File: config.mk
export PLATFORM = sky130hd
export DESIGN_NAME = alu_cmd_engine_flat
export DESIGN_NICKNAME = d
export VERILOG_FILES = /design/src/rtl/alu_pkg.sv /design/src/rtl/alu_cmd_engine_if.sv /design/src/rtl/alu_rsp_fifo.sv /design/src/rtl/alu_cmd_engine.sv /design/src/flat_wrapper.sv
export SDC_FILE = /design/constraint.sdc
export NUM_CORES = 1
export LEC_CHECK = 0
export ABC_AREA = 1
export CORE_UTILIZATION = 42
export DETAILED_ROUTE_END_ITERATION = 8
export PLACE_DENSITY = 0.74
export SYNTH_ARGS = -nofsm -noshare
export SYNTH_HDL_FRONTEND = slang
export SYNTH_SLANG_ARGS = --single-unit
File: constraint.sdc
create_clock -name clk -period 11.9 [get_ports clk]
set_input_delay 2.38 -clock clk [delete_from_list [all_inputs] [get_ports clk]]
set_output_delay 2.38 -clock clk [all_outputs]
set_load 0.05 [all_outputs]
File: src/rtl/alu_pkg.sv
// Shared definitions for the ALU command engine and the alu it drives.
//   ALU_DATA_WIDTH / ALU_ID_WIDTH : default operand and tag widths
//   alu_op_t                      : 3-bit alu_control encoding (add/sub fixed,
//                                   remaining codes belong to the alu)
//   rsp_t                         : response entry {result, zero, id} at default widths
package alu_pkg;

  localparam int unsigned ALU_DATA_WIDTH = 32;
  localparam int unsigned ALU_ID_WIDTH   = 4;

  typedef enum logic [2:0] {
    ALU_ADD = 3'b000,
    ALU_SUB = 3'b001
  } alu_op_t;

  typedef struct packed {
    logic [ALU_DATA_WIDTH-1:0] result;
    logic                      zero;
    logic [ALU_ID_WIDTH-1:0]   id;
  } rsp_t;

endpackage

File: src/rtl/alu_cmd_engine_if.sv
// Bundles the request channel, the alu initiator bus and the response channel
// of alu_cmd_engine.
//   slave  : the engine's view (accepts requests, drives the alu, returns responses)
//   master : the surrounding view (requester, alu instance, response consumer)
interface alu_cmd_engine_if
  import alu_pkg::*;
#(
  parameter int unsigned DATA_WIDTH = ALU_DATA_WIDTH,
  parameter int unsigned ID_WIDTH   = ALU_ID_WIDTH
);

  logic                  req_valid;
  logic                  req_ready;
  logic [2:0]            req_op;
  logic [DATA_WIDTH-1:0] req_a;
  logic [DATA_WIDTH-1:0] req_b;
  logic [ID_WIDTH-1:0]   req_id;

  logic [DATA_WIDTH-1:0] alu_data_1;
  logic [DATA_WIDTH-1:0] alu_data_2;
  logic [2:0]            alu_control;
  logic [DATA_WIDTH-1:0] alu_result;
  logic                  alu_zero_flag;

  logic                  rsp_valid;
  logic                  rsp_ready;
  logic [DATA_WIDTH-1:0] rsp_result;
  logic                  rsp_zero;
  logic [ID_WIDTH-1:0]   rsp_id;

  modport slave (
    input  req_valid, req_op, req_a, req_b, req_id,
    output req_ready,
    output alu_data_1, alu_data_2, alu_control,
    input  alu_result, alu_zero_flag,
    output rsp_valid, rsp_result, rsp_zero, rsp_id,
    input  rsp_ready
  );

  modport master (
    output req_valid, req_op, req_a, req_b, req_id,
    input  req_ready,
    input  alu_data_1, alu_data_2, alu_control,
    output alu_result, alu_zero_flag,
    input  rsp_valid, rsp_result, rsp_zero, rsp_id,
    output rsp_ready
  );

endinterface

File: src/rtl/alu_rsp_fifo.sv
// Synchronous response FIFO, DEPTH entries of type T, head-of-queue read.
//   clk, rst : clock, async active-high reset (empties the FIFO)
//   push_i   : write din_i at the tail
//   pop_i    : drop the head entry
//   din_i    : entry to write
//   head_o   : current head entry (meaningful only when !empty_o)
//   empty_o  : no entries stored
//   full_o   : DEPTH entries stored
//   count_o  : number of stored entries
module alu_rsp_fifo
  import alu_pkg::*;
#(
  parameter type         T     = rsp_t,
  parameter int unsigned DEPTH = 4
) (
  input  logic                     clk,
  input  logic                     rst,
  input  logic                     push_i,
  input  logic                     pop_i,
  input  T                         din_i,
  output T                         head_o,
  output logic                     empty_o,
  output logic                     full_o,
  output logic [$clog2(DEPTH):0]   count_o
);

  localparam int unsigned PW = $clog2(DEPTH);
  localparam int unsigned CW = PW + 1;

  T              mem_q [DEPTH];
  logic [PW-1:0] wr_ptr_q;
  logic [PW-1:0] rd_ptr_q;
  logic [CW-1:0] count_q;

  // DEPTH is a power of two, so the pointers wrap naturally.
  always_ff @(posedge clk or posedge rst) begin
    if (rst) begin
      wr_ptr_q <= '0;
      rd_ptr_q <= '0;
      count_q  <= '0;
      for (int unsigned i = 0; i < DEPTH; i++) begin
        mem_q[i] <= '0;
      end
    end else begin
      if (push_i) begin
        mem_q[wr_ptr_q] <= din_i;
        wr_ptr_q        <= wr_ptr_q + PW'(1);
      end
      if (pop_i) begin
        rd_ptr_q <= rd_ptr_q + PW'(1);
      end
      case ({push_i, pop_i})
        2'b10:   count_q <= count_q + CW'(1);
        2'b01:   count_q <= count_q - CW'(1);
        default: count_q <= count_q;
      endcase
    end
  end

  assign head_o  = mem_q[rd_ptr_q];
  assign empty_o = (count_q == '0);
  assign full_o  = (count_q == CW'(DEPTH));
  assign count_o = count_q;

  a_no_pop_when_empty: assert property (@(posedge clk) disable iff (rst) !(pop_i && empty_o));

endmodule

File: src/rtl/alu_cmd_engine.sv
// Issues alu operations for a requester and returns tagged results in order.
//   clk, rst : clock (rising edge), async active-high reset
//   bus      : alu_cmd_engine_if.slave -- request channel (req_*), alu
//              initiator bus (alu_data_1/2, alu_control, alu_result,
//              alu_zero_flag) and response channel (rsp_*)
//   op_count : responses delivered since reset, wraps at 2^CNT_WIDTH
module alu_cmd_engine
  import alu_pkg::*;
#(
  parameter int unsigned DATA_WIDTH = ALU_DATA_WIDTH,
  parameter int unsigned ID_WIDTH   = ALU_ID_WIDTH,
  parameter int unsigned DEPTH      = 4,
  parameter int unsigned CNT_WIDTH  = 16
) (
  input  logic                 clk,
  input  logic                 rst,
  alu_cmd_engine_if.slave      bus,
  output logic [CNT_WIDTH-1:0] op_count
);

  localparam int unsigned CW = $clog2(DEPTH) + 1;

  typedef struct packed {
    logic [DATA_WIDTH-1:0] result;
    logic                  zero;
    logic [ID_WIDTH-1:0]   id;
  } entry_t;

  logic                  issue_valid_q, issue_valid_d;
  logic [ID_WIDTH-1:0]   issue_id_q,    issue_id_d;
  logic [DATA_WIDTH-1:0] data_1_q,      data_1_d;
  logic [DATA_WIDTH-1:0] data_2_q,      data_2_d;
  logic [2:0]            control_q,     control_d;
  logic [CNT_WIDTH-1:0]  op_count_q,    op_count_d;
  entry_t                last_q,        last_d;

  logic          accept;
  logic          pop;
  entry_t        push_entry;
  entry_t        head;
  entry_t        rsp_sel;
  logic          fifo_empty;
  logic          fifo_full;
  logic [CW-1:0] fifo_count;

  // Credit check counts the op still in the issue stage, since it will push
  // next edge; a pop only frees a slot once fifo_count has updated.
  assign bus.req_ready = ~rst & ((fifo_count + CW'(issue_valid_q)) < CW'(DEPTH));
  assign accept        = bus.req_valid & bus.req_ready;
  assign pop           = bus.rsp_valid & bus.rsp_ready;

  always_comb begin
    issue_valid_d = accept;
    issue_id_d    = issue_id_q;
    data_1_d      = data_1_q;
    data_2_d      = data_2_q;
    control_d     = control_q;
    if (accept) begin
      issue_id_d = bus.req_id;
      data_1_d   = bus.req_a;
      data_2_d   = bus.req_b;
      control_d  = bus.req_op;
    end
    op_count_d = pop ? op_count_q + CNT_WIDTH'(1) : op_count_q;
    last_d     = pop ? head : last_q;
  end

  always_ff @(posedge clk or posedge rst) begin
    if (rst) begin
      issue_valid_q <= 1'b0;
      issue_id_q    <= '0;
      data_1_q      <= '0;
      data_2_q      <= '0;
      control_q     <= '0;
      op_count_q    <= '0;
      last_q        <= '0;
    end else begin
      issue_valid_q <= issue_valid_d;
      issue_id_q    <= issue_id_d;
      data_1_q      <= data_1_d;
      data_2_q      <= data_2_d;
      control_q     <= control_d;
      op_count_q    <= op_count_d;
      last_q        <= last_d;
    end
  end

  assign push_entry = '{result: bus.alu_result, zero: bus.alu_zero_flag, id: issue_id_q};

  alu_rsp_fifo #(
    .T     (entry_t),
    .DEPTH (DEPTH)
  ) u_fifo (
    .clk     (clk),
    .rst     (rst),
    .push_i  (issue_valid_q),
    .pop_i   (pop),
    .din_i   (push_entry),
    .head_o  (head),
    .empty_o (fifo_empty),
    .full_o  (fifo_full),
    .count_o (fifo_count)
  );

  // The FIFO head slot is stale once empty, so the last popped entry is
  // replayed to keep rsp_* stable while idle.
  assign rsp_sel        = fifo_empty ? last_q : head;
  assign bus.rsp_valid  = ~fifo_empty;
  assign bus.rsp_result = rsp_sel.result;
  assign bus.rsp_zero   = rsp_sel.zero;
  assign bus.rsp_id     = rsp_sel.id;

  assign bus.alu_data_1  = data_1_q;
  assign bus.alu_data_2  = data_2_q;
  assign bus.alu_control = control_q;
  assign op_count        = op_count_q;

  a_no_push_when_full: assert property (@(posedge clk) disable iff (rst) !(issue_valid_q && fifo_full));

endmodule

File: src/flat_wrapper.sv
// flat-port wrapper written by rule: the top's interface ports become plain ports
module alu_cmd_engine_flat import alu_pkg::*;
#(
  parameter int unsigned DATA_WIDTH = ALU_DATA_WIDTH,
  parameter int unsigned ID_WIDTH   = ALU_ID_WIDTH,
  parameter int unsigned DEPTH      = 4,
  parameter int unsigned CNT_WIDTH  = 16
)
  (clk, rst, op_count, bus_req_valid, bus_req_op, bus_req_a, bus_req_b, bus_req_id, bus_req_ready, bus_alu_data_1, bus_alu_data_2, bus_alu_control, bus_alu_result, bus_alu_zero_flag, bus_rsp_valid, bus_rsp_result, bus_rsp_zero, bus_rsp_id, bus_rsp_ready);
  alu_cmd_engine_if #(.DATA_WIDTH(DATA_WIDTH), .ID_WIDTH(ID_WIDTH)) bus_i ();
  input  logic clk;
  input  logic rst;
  output logic [CNT_WIDTH-1:0] op_count;
  input wire logic [$bits(bus_i.req_valid)-1:0] bus_req_valid;
  input wire logic [$bits(bus_i.req_op)-1:0] bus_req_op;
  input wire logic [$bits(bus_i.req_a)-1:0] bus_req_a;
  input wire logic [$bits(bus_i.req_b)-1:0] bus_req_b;
  input wire logic [$bits(bus_i.req_id)-1:0] bus_req_id;
  output wire logic [$bits(bus_i.req_ready)-1:0] bus_req_ready;
  output wire logic [$bits(bus_i.alu_data_1)-1:0] bus_alu_data_1;
  output wire logic [$bits(bus_i.alu_data_2)-1:0] bus_alu_data_2;
  output wire logic [$bits(bus_i.alu_control)-1:0] bus_alu_control;
  input wire logic [$bits(bus_i.alu_result)-1:0] bus_alu_result;
  input wire logic [$bits(bus_i.alu_zero_flag)-1:0] bus_alu_zero_flag;
  output wire logic [$bits(bus_i.rsp_valid)-1:0] bus_rsp_valid;
  output wire logic [$bits(bus_i.rsp_result)-1:0] bus_rsp_result;
  output wire logic [$bits(bus_i.rsp_zero)-1:0] bus_rsp_zero;
  output wire logic [$bits(bus_i.rsp_id)-1:0] bus_rsp_id;
  input wire logic [$bits(bus_i.rsp_ready)-1:0] bus_rsp_ready;
  assign bus_i.req_valid = bus_req_valid;
  assign bus_i.req_op = bus_req_op;
  assign bus_i.req_a = bus_req_a;
  assign bus_i.req_b = bus_req_b;
  assign bus_i.req_id = bus_req_id;
  assign bus_req_ready = bus_i.req_ready;
  assign bus_alu_data_1 = bus_i.alu_data_1;
  assign bus_alu_data_2 = bus_i.alu_data_2;
  assign bus_alu_control = bus_i.alu_control;
  assign bus_i.alu_result = bus_alu_result;
  assign bus_i.alu_zero_flag = bus_alu_zero_flag;
  assign bus_rsp_valid = bus_i.rsp_valid;
  assign bus_rsp_result = bus_i.rsp_result;
  assign bus_rsp_zero = bus_i.rsp_zero;
  assign bus_rsp_id = bus_i.rsp_id;
  assign bus_i.rsp_ready = bus_rsp_ready;
  alu_cmd_engine #(.DATA_WIDTH(DATA_WIDTH), .ID_WIDTH(ID_WIDTH), .DEPTH(DEPTH), .CNT_WIDTH(CNT_WIDTH)) u_core (.clk(clk), .rst(rst), .bus(bus_i), .op_count(op_count));
endmodule
* Yosys cells after proc, flatten, opt, wreduce, memory -nomap -nowiden *
Index checks and enable logic that the tools add are counted.

cells by class
  $add $sub $neg = 6
  magnitude comparators = 4
  eq/ne operators = 2
  mux-type cells = 8
  bitwise logic cells = 7
  reduce and logical (&&, ||, !) cells = 3

operators by type and width
  kind                     number
  $bwmux W148              1
  $mux W37                 4
  $bmux W37 S2             1
  $demux W37 S2            1
  $add A16 B1 Y16 const B  1
  $ge A3 B3 Y1 const B     2
  $not A2 Y3               2
  $pmux W3 S2              1
  $add A2 B1 Y2 const B    2
  $add A3 B1 Y3            1
  $add A3 B1 Y3 const B    1
  $and A1 B1 Y1            3
  $logic_not A3 Y1         1
  $lt A3 B1 Y1 const B     1
  $lt A3 B3 Y1 const B     1
  $sub A3 B1 Y3 const B    1
  $eq A2 B1 Y1 const B     1
  $eq A2 B2 Y1 const B     1
  $not A1 Y1               2
  $reduce_bool A2 Y1       1
  $logic_and A1 B1 Y1      1

storage, ports and cells
  flip-flop bits (word level) = 280
  input bits = 108
  output and inout port bits = 122
  logic and storage cells = 54

* Logic depth before layout (Yosys ltp) *
Gate-level depths: netlist of the first run.

  word-level depth = 6
  depth in mapped cells = 12
  mapped depth without buffers = 10

* By module *
From an unflattened synthesis of the first run, not the netlist that was laid out.

unflattened totals
  cells, all modules = 1506
  area total of the unflattened synthesis = 13342.8 um2

by module, submodules not included
  module          times used  cells an instance  area an instance (um2)  sequential area each (um2)
  alu_rsp_fifo    1           843                7775.0                  3878.7
  alu_cmd_engine  1           663                5567.8                  3128.0

* Worst setup path after synthesis of the first run *
No wires, ideal clock.

  kind = input to output
  from = input rst
  to = output bus_req_ready
  data arrival time = 2.908 ns
  required time = 9.520 ns
  setup slack = 6.612 ns
  stages on the path = 3
  path buffers = 0
  path through = a21oi_2 > nand2_1 > inv_1

on the way
  word-level cells in the longest chain between the ends = 2

ends and longest elaborated chain
  element             RTL line              source
  start: declaration  flat_wrapper.sv:12    input logic rst;
  $not A1 Y1          alu_cmd_engine.sv:48  assign bus.req_ready = ~rst & ((fifo_count + CW'(issue_valid_q)) < CW'(DEPTH));
  $and A1 B1 Y1       alu_cmd_engine.sv:48
  end: declaration    flat_wrapper.sv:19    output wire logic [$bits(bus_i.req_ready)-1:0] bus_req_ready;

Every way passes these cells.

* Worst setup path after layout of the first run *
Ends and elaborated chain as after synthesis.

==> qor.csv, run 1 <==
stage,metric,value,unit
power,clock power share,18.1,%
global_routing,largest net degree at the start of global routing,137,
drt,Routed met2 length,14.42,mm
floorplanning,I/O pins,230,
worst_setup_path,CP Capture Type,output port,
cts,clock root cell,clkbuf_16,
synthesis,register bit count reported by yosys,280,
layout,fin cells,2041,
power,Peak VDD IR,0.0002068,V
drt,DR WL met3,2.742,mm
drt,final antenna-violating net count,0,
power,Psw,2.438,mW
sta,unrepaired setup endpoints after global routing,no,
power,Sw Ratio,46.28,%
drt,highest metal used,met4,
cts,H-tree depth,1,
synthesis,synth warn,0,
sta,# setup viols final,0,
synthesis,synth unique cells,25,
worst_setup_path,largest delay contributor family on the critical path,buffers and inverters,
synthesis,Syn Area/Cell,8.311,sq um
cts,cts bufs inserted,30,
sta,worst-margin pin slew,1.142,ns
power,PwrDens,338.3,nW/um^2
power,Comb pwr share,50.2,%
placement,GPL Wtd Cong,0.7779,
worst_setup_path,"Cell Chain, Critical Path",clkdlybuf4s50_1 > a21oi_2 > nand2_1 > inv_1 > clkdlybuf4s50_1,
cts,Clock Latency Late Sink,0.54,ns
drt,first-pass detailed-route iteration total,5,
floorplanning,Initial Util,43.14,%
floorplanning,Core ar.,28090,sq um
global_routing,number of global-route vias before repair,9850,
layout,layout cell share with drive strength beyond 1,4.811,%
sta,fin crit period,6.414,ns
status,status,"finished, final reports clean",
sta,"Slew Viols, Final",0,
drt,initial DRC count,708,
drt,Avg Vias per Cell,4.948,
global_routing,antenna violations before repair,0,
sta,worst clock skew,0.006746,ns
min_path,Worst Hold Class,flop to flop,
cts,CTS tree,yes,
sta,final hold vios,0,
global_routing,All-Layer GR Usage,21.19,%
run,MaxCap Viol Count,0,
layout,"leading cell type in the layout, fill and taps excluded",nand2_1,
global_routing,aggregate global routing overflow,0,
cts,CTS max path bufs,3,
worst_setup_path,Worst Path Max Fanout,2,
worst_setup_path,reg2reg setup slack,9.00,ns
power,Sequential Power Share,31.6,%
layout,Nets,1756,
sta,fin crit share,53.90,%
layout,layout overhead on the synthesized area,28.51,%
worst_setup_path,crit path max-delay cell type,clkdlybuf4s50_1,
power,Pint,2.830,mW
drt,Vias,10100,
global_routing,global-route wire length before repair,49.96,mm
worst_setup_path,Crit path required time,9.52,ns
placement,PortBufs,229,
synthesis,register area share after synthesis,57.82,%
power,LEAKAGE,7.519,nW
synthesis,Syn Inst Count,1458,
min_path,worst hold start,u_core.issue_id_q[3]$_DFFE_PP0P_,
floorplanning,row cnt,61,
worst_setup_path,CP dominant cell by count,clkdlybuf4s50_1,
placement,placed insts,1987,
drt,met1 WL,12.92,mm
worst_setup_path,CP Launch Point,rst,
cts,post-CTS resize count,0,
cts,clock sinks,280,
worst_setup_path,Worst Path Buf+Inv,3,
cts,"Clk pin slew, worst setup/hold paths",0.06,ns
cts,Post-CTS Setup Bufs,0,
sta,Fin Setup TNS,0,ns
worst_setup_path,CP arrival,4.03,ns
worst_setup_path,CP max stage delay,0.79,ns
floorplanning,die width,171.9,microns
worst_setup_path,Setup CP Type,primary input to output port,
drt,routed wire length,30.55,mm
sta,Fmax achieved,155.9,MHz
synthesis,"Net Count, Synth",1573,
layout,most frequent cells in the layout,"668 x nand2_1, 278 x dfrtp_1, 229 x clkdlybuf4s50_1",
floorplanning,Die Y,171.9,microns
floorplanning,Die Footprint,29540,sq um
worst_setup_path,crit start category,primary input,
synthesis,mapped cell area,12120,sq um
worst_setup_path,worst r2r src,u_core.issue_valid_q$_DFF_PP0_,
placement,HPWL after detailed placement,18.24,mm
drt,# DRC,0,
sta,Slew HR,23.77,%
drt,DR WL/cell,14.97,microns
layout,ANT cells,0,
cts,hold-fix buffers at CTS,0,
-- Yosys cell counts --
master | n | area share [%]
inv_2 | 2 | 0.062
a21oi_1 | 1 | 0.041
inv_4 | 1 | 0.052
nand3_4 | 1 | 0.14
o21ai_1 | 5 | 0.21
dfrtp_1 | 280 | 58
o21ai_0 | 220 | 9.1
nand2_1 | 673 | 21
inv_1 | 60 | 1.9
a21oi_2 | 1 | 0.072
buf_4 | 3 | 0.19
nand3_1 | 82 | 3.4
nand3_2 | 1 | 0.083
nor2_2 | 2 | 0.10
fa_1 | 1 | 0.17
clkbuf_1 | 36 | 1.1
nand3b_1 | 2 | 0.12
ha_1 | 6 | 0.62
nor2_1 | 14 | 0.43
xor2_1 | 9 | 0.65
nand4_1 | 4 | 0.21
buf_1 | 6 | 0.19
xnor2_1 | 5 | 0.36
buf_6 | 8 | 0.74
buf_2 | 35 | 1.4
-- flip-flops by register name, summed over array words and instances, names as in the netlist --
signal and count:
u_core.op_count 16, u_core.issue_valid_q 1, u_core.last_q 37, u_core.u_fifo.rd_ptr_q 2, u_core.bus.alu_control 3, u_core.bus.alu_data_1 32, u_core.u_fifo.mem_q 148, u_core.u_fifo.count_o 3
u_core.issue_id_q 4, u_core.u_fifo.wr_ptr_q 2, u_core.bus.alu_data_2 32
-- power by group through the flow --
stage	clock network, mW	logic, mW	registers (mW)
after global placement	0	2.62	1.65
after CTS	0.974	2.67	1.66
final	0.956	2.65	1.67
after floorplan	0	1.44	2.04
after detailed placement	0	2.66	1.67
after global routing	1.01	2.88	1.72
-- worst paths after layout --
check                                                        endpoint  cells after the start
worst max-delay path                                    bus_req_ready                      5
worst min-delay path                 u_core.issue_id_q[3]$_DFFE_PP0P_                      2
worst max register to register  u_core.bus.alu_data_1[22]$_DFFE_PP0P_                      6
worst min register to register       u_core.issue_id_q[3]$_DFFE_PP0P_                      2
max in group asynchronous                u_core.last_q[0]$_DFFE_PP0P_                      3
min in group asynchronous        u_core.u_fifo.mem_q[109]$_DFFE_PP0P_                      2
-- through the flow --
step / utilization [%] / power (mW) / cell area, sq um / worst slack (ns) / hold WS, ns
2_1_floorplan: - / 3.481 / 12120 / 1.798 / 0.4488
3_3_place_gp: 51.75 / 4.269 / 14540 / 5.465 / 0.4611
3_5_place_dp: 51.75 / 4.327 / 14540 / 5.467 / 0.4639
4_1_cts: 55.44 / 5.308 / 15570 / 5.466 / 0.4803
5_1_grt: 55.44 / 5.613 / 15570 / 5.424 / 0.4958
6_report: 55.44 / 5.269 / 15570 / 5.486 / 0.4773
-- layer usage --
| layer | up-vias | global-route usage, % |
|---|---|---|
| met5 | - | 0 |
| met1 | 4770 | 26.92 |
| li1 | 4957 | - |
| met2 | 330 | 35.98 |
| met4 | 0 | 4.502 |
| met3 | 41 | 5.997 |
-- kinds of logic after synthesis --
logic type      Yosys count  synth area share, %
buf+inv                 151                5.648
xor+xnor                 14                1.012
fa+ha+maj                 7               0.7847
compound gates          227                9.406
simple gates            779                25.33
flops                   280                57.82
-- worst register-to-register path, stage by stage (launching register included) --
cell	delay, ns
dfrtp_1	0.56
nand3_1	0.17
a21oi_2	0.22
nand3_4	0.64
inv_4	0.92
nand2_1	0.23
nand2_1	0.11
-- final cells by class --
cell class	count	area, sq um
clock buffer	44	934.6
clock inverter	10	102.6
fill	2532	12510
inverter	63	246.5
multi-input combinational	1027	4439
sequential	280	7009
tap	378	473.0
timing repair buffer	239	2367
Note: power is estimated with default switching activity, not from simulation.
==> run 2, diff against run 1 <==
Clock period 11.9 ns to 6.7 ns, I/O delays scaled along.
==> qor.csv, run 2 (same netlist as run 1, synthesis figures left out) <==
stage,metric,value,unit,change
drt,# DRC,0,,unchanged
layout,layout overhead on the synthesized area,28.74,%,
cts,CTS max path bufs,3,,unchanged
drt,initial DRC count,722,,+2.0%
sta,fin crit period,4.980,ns,
power,Peak VDD IR,0.0003365,V,+63%
power,PwrDens,600.9,nW/um^2,+78%
min_path,worst hold stages,2,,unchanged
worst_setup_path,CP Capture Type,output port,,
layout,max reg flops,148,,unchanged
worst_setup_path,Setup CP Type,flop to output port,,
layout,"leading cell type in the layout, fill and taps excluded",nand2_1,,
worst_setup_path,crit start category,flop,,
drt,final antenna-violating net count,0,,unchanged
global_routing,aggregate global routing overflow,0,,unchanged
global_routing,global-route wire length before repair,49.60,mm,-0.72%
global_routing,All-Layer GR Usage,20.91,%,-0.28 points
min_path,worst hold start,u_core.bus.alu_data_2[27]$_DFFE_PP0P_,,
power,LEAKAGE,7.520,nW,about the same
layout,ANT cells,0,,unchanged
worst_setup_path,R2R Path End,u_core.bus.alu_data_2[5]$_DFFE_PP0P_,,
global_routing,antenna violations before repair,1,,+1
layout,Fillers,2583,,+2.0%
global_routing,largest net degree at the start of global routing,127,,-7.3%
sta,worst-margin pin slew,1.096,ns,-0.04559 ns
layout,most frequent cells in the layout,"668 x nand2_1, 278 x dfrtp_1, 229 x clkdlybuf4s50_1",,
sta,PnR worst setup slack,1.720,ns,-3.766 ns
global_routing,number of global-route vias before repair,9906,,+0.57%
placement,PortBufs,229,,unchanged
cts,CTS tree,yes,,
worst_setup_path,CP arrival,3.64,ns,-0.39 ns
floorplanning,Die Footprint,29540,sq um,unchanged
floorplanning,die width,171.9,microns,unchanged
drt,DR WL/cell,14.77,microns,-1.3%
drt,first-pass detailed-route iteration total,7,,+2
sta,Slew HR,26.92,%,+3.2 points
worst_setup_path,reg2reg setup slack,3.85,ns,-5.15 ns
drt,Avg Vias per Cell,4.921,,-0.53%
worst_setup_path,FF-to-FF path depth,6,,unchanged
cts,clock root cell,clkbuf_16,,
cts,"Clk pin slew, worst setup/hold paths",0.06,ns,about the same
layout,Nets,1756,,unchanged
sta,Fin Setup TNS,0,ns,unchanged
cts,hold-fix buffers at CTS,0,,unchanged
run,MaxCap Viol Count,0,,unchanged
cts,cts bufs inserted,30,,unchanged
layout,Biggest register,u_core.u_fifo.mem_q,,
placement,GPL Wtd Cong,0.7432,,-4.5%
worst_setup_path,Worst Path Max Fanout,39,,+37
sta,final hold vios,0,,unchanged
floorplanning,Die Y,171.9,microns,unchanged
floorplanning,I/O pins,230,,unchanged
worst_setup_path,Crit path required time,5.36,ns,-4.16 ns
placement,placed insts,1987,,unchanged
cts,post-CTS resize count,0,,unchanged
worst_setup_path,worst r2r src,u_core.issue_valid_q$_DFF_PP0_,,
sta,# setup viols final,0,,unchanged
min_path,hold-critical path endpoint,u_core.bus.alu_data_2[27]$_DFFE_PP0P_,,
layout,Largest regs,"u_core.u_fifo.mem_q x148, u_core.last_q x37",,
layout,final core occ,55.54,%,+0.098 points
drt,Vias,10040,,-0.53%
placement,HPWL after detailed placement,18.60,mm,+1.9%
sta,"Slew Viols, Final",0,,unchanged
min_path,Worst Hold Class,flop to flop,,
drt,routed wire length,30.14,mm,-1.3%
sta,worst clock skew,0.01785,ns,+0.01111 ns
sta,unrepaired setup endpoints after global routing,no,,
cts,H-tree depth,1,,unchanged
floorplanning,row cnt,61,,unchanged
cts,clock sinks,280,,unchanged
cts,Post-CTS Setup Bufs,0,,unchanged
placement,Place WS,2.304,ns,-3.163 ns
status,status,"finished, final reports clean",,
floorplanning,Initial Util,43.14,%,unchanged
layout,layout cell share with drive strength beyond 1,4.750,%,-0.060 points
sta,fin crit share,74.33,%,
cts,Clock Latency Late Sink,0.56,ns,+0.02 ns
floorplanning,Core ar.,28090,sq um,unchanged
layout,fin cells,2041,,unchanged
sta,Fmax achieved,200.8,MHz,
[run 2: how the worst max path moves through the flow]
stage	slack [ns]	depth (start not counted)	to	start
after floorplan	1.65	1	u_core.bus.alu_control[0]$_DFFE_PP0P_	rst
after global placement	2.29	5	bus_rsp_id[3]	u_core.u_fifo.rd_ptr_q[1]$_DFFE_PP0P_
after detailed placement	2.30	5	bus_rsp_id[3]	u_core.u_fifo.rd_ptr_q[1]$_DFFE_PP0P_
after CTS	1.72	5	bus_rsp_id[3]	u_core.u_fifo.rd_ptr_q[1]$_DFFE_PP0P_
after global routing	1.60	5	bus_rsp_zero	u_core.u_fifo.rd_ptr_q[1]$_DFFE_PP0P_
final	1.72	5	bus_rsp_id[3]	u_core.u_fifo.rd_ptr_q[1]$_DFFE_PP0P_
[run 2: final cells by class]
| class | instances | area [sq um] | share of cell area [%] |
|---|---|---|---|
| clock buffer | 44 | 913.4 | 5.855 |
| clock inverter | 10 | 142.6 | 0.9143 |
| inverter | 63 | 242.7 | 1.556 |
| multi-input combinational | 1027 | 4439 | 28.46 |
| sequential | 280 | 7009 | 44.93 |
| tap | 378 | 473.0 | 3.032 |
| timing repair buffer | 239 | 2380 | 15.26 |
[run 2: per-layer routing]
layer	track usage (%)	vias to the layer above	share of wire (%)
li1	-	4971	-
met1	26.57	4738	43
met2	36.07	303	48
met3	5.379	30	8.0
met4	4.078	2	1.2
met5	0	-	0.040
[run 2: per-stage QoR]
stage	hold slack [ns]	instance area, sq um	power [mW]
5_1_grt	0.4973	15600	10.00
3_5_place_dp	0.4637	14540	7.675
6_report	0.4776	15600	9.373
3_3_place_gp	0.4608	14540	7.578
4_1_cts	0.4806	15600	9.454
2_1_floorplan	0.4488	12120	6.183
[run 2: power by group]
part / total, mW / switching (mW) / internal [mW]
clock network: 1.73 / 0.675 / 1.06
registers: 3.01 / 0.506 / 2.50
logic: 4.63 / 3.15 / 1.49
total: 9.37 / 4.33 / 5.05
[run 2: critical path, stage by stage, from the launching register on]
cell and delay (ns):
dfrtp_2 0.96, inv_2 0.60, nand3_1 0.24, nand2_1 0.08, o21ai_0 0.32, clkdlybuf4s50_1 0.88
==> run 3, diff against run 2 <==
Clock period 6.7 ns to 5.17 ns, I/O delays scaled along.
==> qor.csv, run 3 (same netlist as run 1, synthesis figures left out) <==
stage,metric,value,unit,change
global_routing,All-Layer GR Usage,21.20,%,+0.29 points
cts,CTS max path bufs,3,,unchanged
drt,routed wire length,30.48,mm,+1.1%
global_routing,aggregate global routing overflow,0,,unchanged
global_routing,global-route wire length before repair,50.38,mm,+1.6%
layout,Largest regs,"u_core.u_fifo.mem_q x148, u_core.last_q x37",,
floorplanning,Initial Util,43.14,%,unchanged
layout,Nets,1759,,+0.17%
cts,cts bufs inserted,30,,unchanged
cts,Post-CTS Setup Bufs,0,,unchanged
drt,final antenna-violating net count,0,,unchanged
status,status,"finished, final reports clean",,
power,LEAKAGE,7.570,nW,+0.66%
worst_setup_path,largest delay contributor family on the critical path,buffers and inverters,,
cts,"Clk pin slew, worst setup/hold paths",0.06,ns,about the same
worst_setup_path,Worst Path Max Fanout,47,,+21%
worst_setup_path,Setup CP Type,flop to output port,,
floorplanning,row cnt,61,,unchanged
floorplanning,Die Y,171.9,microns,unchanged
cts,clock root cell,clkbuf_16,,
worst_setup_path,Crit path required time,4.14,ns,-1.22 ns
sta,PnR worst setup slack,0.8192,ns,-0.9009 ns
placement,PortBufs,229,,unchanged
layout,fin cells,2046,,+0.24%
cts,Clock Latency Late Sink,0.55,ns,about the same
drt,Vias,10150,,+1.1%
global_routing,largest net degree at the start of global routing,87,,-31%
global_routing,antenna violations before repair,0,,-1
worst_setup_path,Worst Path Buf+Inv,4,,+2
placement,HPWL after detailed placement,19.13,mm,+2.9%
floorplanning,Die Footprint,29540,sq um,unchanged
cts,clock sinks,280,,unchanged
layout,Reg area,7009,sq um,unchanged
sta,Slew HR,30.92,%,+4.0 points
sta,final hold vios,0,,unchanged
worst_setup_path,crit path max-delay cell type,clkdlybuf4s50_1,,
placement,Place WS,1.357,ns,-0.9473 ns
worst_setup_path,CP max stage delay,0.87,ns,-0.09 ns
drt,initial DRC count,722,,unchanged
drt,# DRC,0,,unchanged
floorplanning,die width,171.9,microns,unchanged
run,MaxCap Viol Count,0,,unchanged
sta,Fin Hold WS,0.4758,ns,-0.001745 ns
layout,Fillers,2573,,-0.39%
layout,max reg flops,148,,unchanged
layout,layout cell share with drive strength beyond 1,5.096,%,+0.35 points
sta,worst clock skew,0.01049,ns,-0.007360 ns
cts,CTS tree,yes,,
worst_setup_path,"Cell Chain, Critical Path",inv_1 > nand3_2 > inv_2 > buf_4 > nand2_1 > o21ai_0 > clkdlybuf4s50_1,,
floorplanning,Core ar.,28090,sq um,unchanged
layout,area occupied by multi-input gates,4439,sq um,unchanged
layout,ANT cells,0,,unchanged
cts,hold-fix buffers at CTS,0,,unchanged
sta,"Slew Viols, Final",0,,unchanged
min_path,Worst Hold Class,flop to flop,,
placement,placed insts,1990,,+0.15%
power,Peak VDD IR,0.0004482,V,+33%
layout,Biggest register,u_core.u_fifo.mem_q,,
layout,layout overhead on the synthesized area,29.55,%,
cts,post-CTS resize count,0,,unchanged
sta,Fmax achieved,229.8,MHz,
sta,unrepaired setup endpoints after global routing,no,,
cts,H-tree depth,1,,unchanged
drt,DR WL/cell,14.89,microns,+0.86%
sta,Fin Setup TNS,0,ns,unchanged
worst_setup_path,CP Capture Type,output port,,
layout,final core occ,55.89,%,+0.35 points
worst_setup_path,CP arrival,3.32,ns,-0.32 ns
drt,Avg Vias per Cell,4.962,,+0.83%
layout,most frequent cells in the layout,"668 x nand2_1, 278 x dfrtp_1, 229 x clkdlybuf4s50_1",,
global_routing,number of global-route vias before repair,9930,,+0.24%
drt,first-pass detailed-route iteration total,5,,-2
sta,# setup viols final,0,,unchanged
sta,fin crit share,84.15,%,
sta,fin crit period,4.351,ns,
layout,"leading cell type in the layout, fill and taps excluded",nand2_1,,
worst_setup_path,crit start category,flop,,
placement,GPL Wtd Cong,0.7962,,+7.1%
floorplanning,I/O pins,230,,unchanged
power,PwrDens,782.7,nW/um^2,+30%
sta,worst-margin pin slew,1.036,ns,-0.06001 ns
## run 3: metrics by stage
step	power (mW)	area (sq um)
detailed placement	9.978	14590
global route	13.11	15700
global placement	9.854	14590
finish	12.29	15700
CTS	12.39	15700
floorplan	8.013	12120
## run 3: layout make-up
class / count / share of cell area [%]
multi-input combinational: 1027 / 28.28
inverter: 63 / 1.546
clock inverter: 14 / 1.275
clock buffer: 42 / 5.778
tap: 378 / 3.013
sequential: 280 / 44.65
timing repair buffer: 242 / 15.46
## run 3: worst reg2reg max path, stage by stage (launching register included)
cell and delay (ns):
dfrtp_1 0.56, nand3_1 0.15, a21oi_2 0.21, nand3_4 0.63, inv_4 0.90, nand2_1 0.14, nand2_1 0.11
## run 3: metal layers
metal	part of all wire, %	vias up	track usage, %	wire [microns]
met3	8.2	31	5.241	2503
li1	-	4973	-	-
met5	0	-	0	0
met4	1.4	0	4.348	437
met2	47	334	35.31	14420
met1	43	4814	28.08	13120
## run 3: final timing paths
kind                            slack, ns  depth (start not counted)                                   from                                     to
max in group asynchronous            3.13                          3                                    rst    u_core.u_fifo.mem_q[80]$_DFFE_PP0P_
worst max-delay path                 0.82                          7   u_core.u_fifo.count_o[0]$_DFFE_PP0P_                     bus_rsp_result[25]
min in group asynchronous            1.07                          2                                    rst          u_core.last_q[35]$_DFFE_PP0P_
worst max register to register       2.40                          6         u_core.issue_valid_q$_DFF_PP0_  u_core.bus.alu_data_1[21]$_DFFE_PP0P_
worst min register to register       0.48                          2  u_core.bus.alu_data_2[27]$_DFFE_PP0P_  u_core.bus.alu_data_2[27]$_DFFE_PP0P_
worst min-delay path                 0.48                          2  u_core.bus.alu_data_2[27]$_DFFE_PP0P_  u_core.bus.alu_data_2[27]$_DFFE_PP0P_
## run 3: report_power, final
| part | total (mW) | switching (mW) | internal, mW |
|---|---|---|---|
| clock | 2.35 | 0.881 | 1.47 |
| sequential | 3.85 | 0.608 | 3.25 |
| combinational | 6.09 | 4.15 | 1.94 |
